File: config.mk
export PLATFORM = sky130hd
export DESIGN_NAME = mem_bus_if
export DESIGN_NICKNAME = d
export VERILOG_FILES = /design/src/rtl/mem_bus_if.sv
export SDC_FILE = /design/constraint.sdc
export NUM_CORES = 1
export LEC_CHECK = 0
export BUFFER_PORTS_ARGS = -buffer_cell sky130_fd_sc_hd__buf_2
export CORE_UTILIZATION = 40
export DETAILED_ROUTE_END_ITERATION = 6
export PLACE_DENSITY = 0.74
export SLEW_MARGIN = 20
export SYNTH_ARGS = -nofsm -noshare
export SYNTH_HDL_FRONTEND = slang
export SYNTH_SLANG_ARGS = --single-unit
File: constraint.sdc
create_clock -name Clk -period 2 [get_ports Clk]
set_input_delay 0 -clock Clk [delete_from_list [all_inputs] [get_ports Clk]]
set_output_delay 0 -clock Clk [all_outputs]
set_load 0.05 [all_outputs]
File: src/rtl/mem_bus_if.sv
// MAR/MDR memory-interface unit: holds the address/data registers and runs
// read/write transactions to synchronous SRAM with a fixed number of wait states.
module mem_bus_if #(
  parameter int unsigned DATA_W  = 16,
  parameter int unsigned ADDR_W  = 16,
  parameter int unsigned RD_WAIT = 2,
  parameter int unsigned WR_WAIT = 2
) (
  input  logic              Clk,
  input  logic              Reset,
  input  logic [DATA_W-1:0] databus,
  input  logic              load_mar,
  input  logic              load_mdr,
  input  logic              mem_req,
  input  logic              mem_we,
  input  logic [DATA_W-1:0] data_from_mem,
  output logic [ADDR_W-1:0] mar,
  output logic [DATA_W-1:0] mdr,
  output logic [ADDR_W-1:0] mem_addr,
  output logic [DATA_W-1:0] data_to_mem,
  output logic              mem_ce_n,
  output logic              mem_we_n,
  output logic              busy,
  output logic              done,
  output logic              req_drop
);

  typedef enum logic [1:0] {StIdle, StRd, StWr, StDone} state_e;

  localparam logic [3:0] RdInit = 4'(RD_WAIT - 1);
  localparam logic [3:0] WrInit = 4'(WR_WAIT - 1);

  state_e            state_q, state_d;
  logic [3:0]        cnt_q, cnt_d;
  logic [ADDR_W-1:0] mar_q, mar_d;
  logic [DATA_W-1:0] mdr_q, mdr_d;
  logic              req_drop_q, req_drop_d;

  always_comb begin
    state_d    = state_q;
    cnt_d      = cnt_q;
    mar_d      = mar_q;
    mdr_d      = mdr_q;
    // Any request seen outside IDLE is discarded and flagged next cycle.
    req_drop_d = (state_q != StIdle) && mem_req;
    case (state_q)
      StIdle: begin
        if (load_mar) mar_d = databus[ADDR_W-1:0];
        if (load_mdr) mdr_d = databus;
        if (mem_req) begin
          if (mem_we) begin
            state_d = StWr;
            cnt_d   = WrInit;
          end else begin
            state_d = StRd;
            cnt_d   = RdInit;
          end
        end
      end
      StRd: begin
        if (cnt_q == 4'd0) begin
          mdr_d   = data_from_mem;
          state_d = StDone;
        end else begin
          cnt_d = cnt_q - 4'd1;
        end
      end
      StWr: begin
        if (cnt_q == 4'd0) begin
          state_d = StDone;
        end else begin
          cnt_d = cnt_q - 4'd1;
        end
      end
      StDone: state_d = StIdle;
      default: state_d = StIdle;
    endcase
  end

  always_ff @(posedge Clk or posedge Reset) begin
    if (Reset) begin
      state_q    <= StIdle;
      cnt_q      <= 4'd0;
      mar_q      <= '0;
      mdr_q      <= '0;
      req_drop_q <= 1'b0;
    end else begin
      state_q    <= state_d;
      cnt_q      <= cnt_d;
      mar_q      <= mar_d;
      mdr_q      <= mdr_d;
      req_drop_q <= req_drop_d;
    end
  end

  // Strobes decode the state register only, so reset deasserts them at once.
  assign busy        = (state_q == StRd) || (state_q == StWr);
  assign mem_ce_n    = !busy;
  assign mem_we_n    = (state_q != StWr);
  assign done        = (state_q == StDone);
  assign req_drop    = req_drop_q;
  assign mar         = mar_q;
  assign mdr         = mdr_q;
  assign mem_addr    = mar_q;
  assign data_to_mem = mdr_q;

endmodule

Word level (Yosys, flattened, before mapping). Index checks and enable logic that the tools add are counted. W data, S select, Z words.

Register bits: 39. Bits of input ports: 38. Output and inout port bits: 69. Logic and storage cells: 38.

$add $sub $neg: 1. Eq/ne operators: 9. Multiplexer cells: 10. Reductions and logical operators: 13.

Operator list (count): $mux W16 (2); $pmux W16 S2 (1); $ne A2 B2 Y1 const B (5); $mux W4 (2); $pmux W4 S2 (1); $mux W2 (3); $pmux W2 S3 (1); $reduce_and A3 Y1 (2); $reduce_bool A2 Y1 (3); $eq A2 B2 Y1 const B (2); $logic_not A4 Y1 (1); $reduce_and A2 Y1 (2); $sub A4 B1 Y4 const B (1); $eq A2 B1 Y1 const B (1); $logic_not A2 Y1 (1); $ne A2 B1 Y1 const B (1); $reduce_or A2 Y1 (1); $logic_and A1 B1 Y1 (1); $logic_not A1 Y1 (1); $logic_or A1 B1 Y1 (1).

Depth between registers and ports, before layout. Gate-level depths: netlist (run 1).

Depth in word-level cells: 4. Depth in mapped cells: 7. Mapped depth without buffers: 5.

Worst setup path before layout (run 1). OpenSTA, ideal clock, no wires.

Path kind: reg2reg. Start: reg state_q[0]. End: reg cnt_q[3]. Setup time: 110 ps. Data arrival time: 1992 ps. Data required time: 1890 ps. Path slack: -102 ps. Cell stages (with the launch flop): 6. Buffers on the path: 1. Period minus slack after synthesis: 2102 ps. Path through: dfrtp_1 -> inv_1 -> ha_1 -> clkbuf_1 -> inv_1 -> o41ai_1.

Cells in the longest elaborated chain, start to end: 4. Elaborated cells on any way between the ends: 9. Those cells by class: eq/ne: 4; mux: 1; reduce/logical: 4.

Ends and longest elaborated chain: from (decl) (line 33) `state_e state_q, state_d;`; from (signal assigned) (line 82) `state_q <= StIdle;`; from (signal assigned) (line 88) `state_q <= state_d;`; $eq A2 B1 Y1 / $eq A2 B2 Y1 (equally long branches) (line 46) `case (state_q)`; $reduce_or A2 Y1 (no source line); $ne A2 B2 Y1 (no source line) / $reduce_bool A2 Y1 (equally long branches); $reduce_and A3 Y1 (no source line); to (signal assigned) (line 89) `cnt_q <= cnt_d;`; to (decl) (line 34) `logic [3:0] cnt_q, cnt_d;`.

Several ways; a longest one is shown, not always the timed one. A chain may end at the register's enable or synchronous reset.

Final worst setup path (run 1).
Start: reg cnt_q[1]. End: reg mdr_q[11], in the netlist data_to_mem[11].

Cells in the longest elaborated chain, start to end: 3.

Ends and longest elaborated chain: $logic_not A4 Y1 (line 61) `if (cnt_q == 4'd0) begin`; $ne A2 B2 Y1 (no source line); $reduce_and A3 Y1 (no source line); to (signal assigned) (line 91) `mdr_q <= mdr_d;`; to (decl) (line 36) `logic [DATA_W-1:0] mdr_q, mdr_d;`.

Every way passes these cells.

==> impl_metrics.json, run 1 <==
{
  "ys.flop_type": "dfrtp_1",
  "reg2regPathDepth": 6,
  "synthDistinctLibCells": 30,
  "initial_core_util": 0.423,
  "startpoint": "cnt_q[1]",
  "startpoint_type": "flip-flop",
  "synthArstFlopShare": 1.00,
  "r2r_end": "data_to_mem[11]",
  "cts_sinks": 39,
  "period_share": 0.948,
  "finalWirelength_um": 4500,
  "syn_nets": 219,
  "path_class": "flip-flop to flip-flop",
  "setup_viol": 0,
  "gp_congestion": 0.782,
  "cp_data_arrival_time_ps": 2070,
  "fp.dieW_um": 76.2,
  "first_pass_iters": 4,
  "synth_edf_count": 0,
  "final_cells": 342,
  "netlist_area_sq_mm": 0.00220,
  "area_growth_pct": 30.2,
  "drv_cap": 0,
  "grt.overflow.total": 0,
  "drc": 0,
  "row_count": 26,
  "core-area_sq_mm": 0.00520,
  "grt_pass1_wl_um": 7310,
  "finalCriticalPeriod_ps": 1900,
  "max_slew_margin": 0.627,
  "drt_iter0_drc": 85,
  "port_buffers": 106,
  "dp_hpwl_um": 3150,
  "pre_cts_ws_ps": 93.3,
  "final_common_cell": "buf_2",
  "timing.critical_path.to": "data_to_mem[11]",
  "end_kind": "flip-flop",
  "dp.cells": 316,
  "vias_per_cell": 4.73,
  "clk_latency_ps": 290,
  "drv_slew": 0,
  "ios": 107,
  "r2r_start": "cnt_q[1]",
  "layout-drive-gt1-share": 0.640,
  "ys_ff_latch": 39,
  "cts_tree": "done",
  "grt_usage": 0.160,
  "seq_area_frac_synth": 0.443,
  "routedWlPerCell_um": 13.2,
  "clk_pin_slew_ps": 70,
  "skew_ps": 2.23,
  "worst_slack_ps": 104,
  "die_y_um": 76.2,
  "grt_antenna_before_repair": 0,
  "grt_pass1_vias": 1535,
  "yosysWarningCount": 0,
  "worstPathMaxFanout": 8,
  "status": "finished, final reports clean",
  "cts-buffers-inserted": 5,
  "rrSetupSlack_ps": 100,
  "hold_path_class": "input pin to flip-flop",
  "worst_slew_pin_slew_ps": 558,
  "rsz0062_at_grt": "no",
  "vias": 1617,
  "clk_path_buf_depth": 2,
  "antenna_left": 0,
  "antenna_cells": 0,
  "critPathRequiredTime_ps": 2170,
  "fin_nets": 316,
  "cts_root_buf": "clkbuf_8",
  "tns_ps": 0,
  "netlist_instances": 174,
  "whs_ps": 25.4,
  "syn_area_per_cell_sq_um": 12.7,
  "final_cell_mix": "buf_2 (106), dfrtp_1 (39), mux2_2 (38)",
  "max_freq_mhz": 527,
  "grt_max_degree": 40,
  "hold_violations": 0,
  "h-tree-depth": 2,
  "dieArea_sq_mm": 0.00581
}
## Yosys cell counts, types with 2 or more instances
| library cell | number | share of area |
|---|---|---|
| mux2i_1 | 2 | 0.0091 |
| o221a_2 | 2 | 0.010 |
| clkbuf_1 | 3 | 0.0051 |
| inv_1 | 9 | 0.015 |
| o21ai_0 | 3 | 0.0068 |
| buf_2 | 3 | 0.0068 |
| nand2_1 | 3 | 0.0051 |
| mux2_4 | 10 | 0.068 |
| nor2b_1 | 4 | 0.011 |
| buf_4 | 32 | 0.11 |
| nor3b_1 | 2 | 0.0068 |
| ha_1 | 7 | 0.040 |
| dfrtp_1 | 39 | 0.44 |
| a22oi_1 | 2 | 0.0068 |
| mux2_2 | 38 | 0.19 |
## logic make-up (layout without fill, tap and decap cells)
kind of cell / count (synthesis) / count (layout) / synth area share
muxes: 50 / 50 / 0.271
buffers and inverters: 48 / 146 / 0.145
and+or+nand+nor: 15 / 15 / 0.0437
DFF: 39 / 39 / 0.443
AOI/OAI and AO/OA: 15 / 15 / 0.0568
adders and majority gates: 7 / 7 / 0.0397
## how the worst min path moves through the flow
| stage | cells past startpoint | start | slack [ps] | to |
|---|---|---|---|---|
| 5_1_grt | 2 | mem_we | 20 | state_q[1] |
| 3_5_place_dp | 3 | Reset | 150 | req_drop |
| 2_1_floorplan | 1 | databus[0] | 150 | mar[0] |
| 3_3_place_gp | 3 | Reset | 140 | req_drop |
| 6_report | 2 | mem_we | 30 | state_q[1] |
| 4_1_cts | 2 | mem_we | 20 | state_q[1] |
## registers in the layout (all words and copies together), names as in the netlist
signal	flops
cnt_q	4
data_to_mem	16
mar	16
req_drop	1
state_q	2
## critical path: stages, from the launching register on
cell     delay [ps]
dfrtp_1         410
inv_1            90
ha_1            150
or3b_4          410
a21oi_4         210
buf_12          160
mux2_2          340
## through the flow
stage	utilization	cell area (sq um)
final	0.551	2870
after global routing	0.551	2870
after CTS	0.546	2840
after detailed placement	0.497	2590
after global placement	0.497	2590
after floorplan	-	2210
## per-layer routing
layer  vias to the layer above  global-route usage  part of all wire
met3                         7              0.0383             0.066
li1                        768                   -                 -
met1                       769               0.195              0.44
met4                         0              0.0615             0.012
met2                        73               0.271              0.48
met5                         -                   0                 0
## timing repair
action                                  4_1_cts  5_1_grt
setup buffers                                 0        0
hold endpoints to repair                     55        0
hold buffers                                 17        0
endpoints found under the setup margin        0        5
gates resized for setup                       0        1
## area by class of cell
| type | count | area [sq um] |
|---|---|---|
| Clock buffer | 6 | 72.6 |
| Clock inverter | 2 | 12.5 |
| Fill cell | 449 | 2340 |
| Inverter | 9 | 33.8 |
| Multi-Input combinational cell | 87 | 910 |
| Sequential cell | 39 | 976 |
| Tap cell | 70 | 87.6 |
| Timing Repair Buffer | 129 | 776 |
Power of run 1 is not shown: default switching activity piles up to over one toggle a cycle in this logic, so the estimate is an artifact.
==> run 2: changes to the inputs <==
- ABC_AREA: not set -> 1
==> run 2 against run 1 <==
Critical path type unchanged. Sequential cell count is the same. Synthesized cell count grew 44%. Global-route usage is 2.5 points higher. Sequential share of layout area up 2.6 points.
==> impl_metrics.json, run 2 <==
{
  "status": "finished, final reports clean",
  "worstPathCellList": "inv_1 > ha_2 > inv_2 > nand2_1 > nand2_2 > nand2_4 > nand2_1 > o21ai_2",
  "cts_tree": "done",
  "final_common_cell": "buf_2",
  "grt.overflow.total": 0,
  "seq_area_frac_synth": 0.455,
  "antenna_cells": 0,
  "fp.dieW_um": 75.2,
  "drt_iter0_drc": 91,
  "rsz0062_at_grt": "no",
  "yosysTopAreaCell": "dfrtp_1",
  "syn_nets": 295,
  "grt_pass1_vias": 1611,
  "end_kind": "flip-flop",
  "core-area_sq_mm": 0.00514,
  "netlist_top_cells_count": "nand2_1 (51), dfrtp_1 (39), buf_4 (32)",
  "drv_cap": 0,
  "port_buffers": 106,
  "clk_pin_slew_ps": 80,
  "netlist_instances": 250,
  "grt_max_degree": 40,
  "gp_congestion": 0.798,
  "critPathMaxStageDelay_ps": 420,
  "row_count": 26,
  "drv_slew": 0,
  "synth_edf_count": 0,
  "cts_sinks": 39,
  "dp_hpwl_um": 3610,
  "final_cell_mix": "buf_2 (106), nand2_1 (51), dfrtp_1 (39)",
  "drc": 0,
  "syn_area_per_cell_sq_um": 8.57,
  "yosysWarningCount": 0,
  "clk_latency_ps": 290,
  "dieArea_sq_mm": 0.00566,
  "max_freq_mhz": 627,
  "grt_usage": 0.184,
  "hold_path_class": "input pin to flip-flop",
  "skew_ps": 8.22,
  "startpoint_type": "flip-flop",
  "path_class": "flip-flop to flip-flop",
  "hold_violations": 0,
  "dp.cells": 388,
  "setup_viol": 0,
  "cts_root_buf": "clkbuf_8",
  "tns_ps": 0,
  "period_share": 0.798,
  "die_y_um": 75.2,
  "ys_ff_latch": 39,
  "routedWlPerCell_um": 12.0,
  "synthArstFlopShare": 1.00,
  "critPathRequiredTime_ps": 2210,
  "synth_top_area_frac": 0.455,
  "yosysMostFrequentCell": "nand2_1",
  "cts-buffers-inserted": 5,
  "finalCriticalPeriod_ps": 1600,
  "postCtsSetupBuffers": 0,
  "final_cells": 406,
  "grt_pass1_wl_um": 7500,
  "fin_nets": 380,
  "synthTopCellsByArea": "dfrtp_1 (46%), buf_4 (11%), nand2_1 (8.9%), o21ai_2 (6.5%), o21ai_0 (4.9%)",
  "vias": 1817,
  "clk_path_buf_depth": 2,
  "antenna_left": 0,
  "h-tree-depth": 2,
  "vias_per_cell": 4.48,
  "crit_slowest_cell": "dfrtp_1",
  "grt_antenna_before_repair": 0,
  "worst_slew_pin_slew_ps": 506,
  "cp_data_arrival_time_ps": 1810,
  "layout-drive-gt1-share": 0.414,
  "max_slew_margin": 0.663,
  "ios": 107,
  "finalWirelength_um": 4860,
  "worstPathMaxFanout": 32,
  "area_growth_pct": 24.2,
  "initial_core_util": 0.417,
  "first_pass_iters": 4,
  "synthDistinctLibCells": 22,
  "ys.flop_type": "dfrtp_1",
  "netlist_area_sq_mm": 0.00214,
  "timing.critical_path.mode_cell": "nand2_1"
}
==> run 2: changes by cell type in the layout (fill, tap and decap cells not counted), moves of 4 or more <==
cell           previous run  this run
nor2_1                    0        18
dlygate4sd3_1            17        10
nor2b_1                   4         0
o21ai_0                   3        21
o21ai_2                   0        16
inv_1                     8        26
a21oi_1                   1        17
nand2_1                   3        51
mux2_2                   38         0
mux2_4                   10         0
==> run 2: layout make-up <==
class | instances | area (sq um)
Timing Repair Buffer | 119 | 653
Clock inverter | 1 | 5.00
Multi-Input combinational cell | 143 | 763
Inverter | 27 | 101
Clock buffer | 7 | 76.3
Tap cell | 70 | 87.6
Sequential cell | 39 | 976
Fill cell | 524 | 2480
==> run 2: critical path: cells and delay by family, from the launching register on <==
kind	cells	cell delay, ps
buffers and inverters	2	200
adders and majority gates	1	260
and+or+nand+nor	4	570
AOI/OAI and AO/OA	1	70
DFF	1	420
==> run 2: worst paths after layout <==
path,start,end,slack [ps],depth (start not counted)
hold reg to reg,mar[12],mar[12],500,2
setup reg to reg,state_q[1],data_to_mem[7],400,8
min in group asynchronous,Reset,state_q[1],360,4
hold / removal,data_from_mem[12],data_to_mem[12],4,3
max in group asynchronous,Reset,data_to_mem[3],1280,4
setup / recovery,state_q[1],data_to_mem[7],400,8
==> run 2: timing repair <==
action,CTS,global route
hold buffers,10,0
hold endpoints to repair,48,0
endpoints found under the setup margin,0,0
resized for setup,0,0
==> run 2: cells by family after synthesis <==
| kind of cell | synth area share |
|---|---|
| buffers and inverters | 0.190 |
| adder cells (fa/ha/maj) | 0.0409 |
| AND/OR/NAND/NOR | 0.152 |
| AO/OA/AOI/OAI | 0.162 |
| flip-flops | 0.455 |
==> run 2: routing by layer <==
layer,global-route usage,wire (um),vias to the layer above,share of wire
li1,-,-,927,-
met1,0.205,2010,798,0.41
met2,0.337,2410,86,0.50
met3,0.0495,373,6,0.077
met4,0.0679,59,0,0.012
met5,0,0,-,0
==> run 2: per-stage QoR <==
| step | hold slack, ps | util | instance area, sq um | setup slack [ps] |
|---|---|---|---|---|
| after floorplan | 122 | - | 2150 | 165 |
| after global placement | 144 | 0.483 | 2480 | 527 |
| after detailed placement | 150 | 0.483 | 2480 | 442 |
| after CTS | 0.688 | 0.518 | 2660 | 406 |
| after global routing | 7.53 | 0.518 | 2660 | 240 |
| final | 4.03 | 0.518 | 2660 | 404 |
Power of run 2 is left out for the same reason.
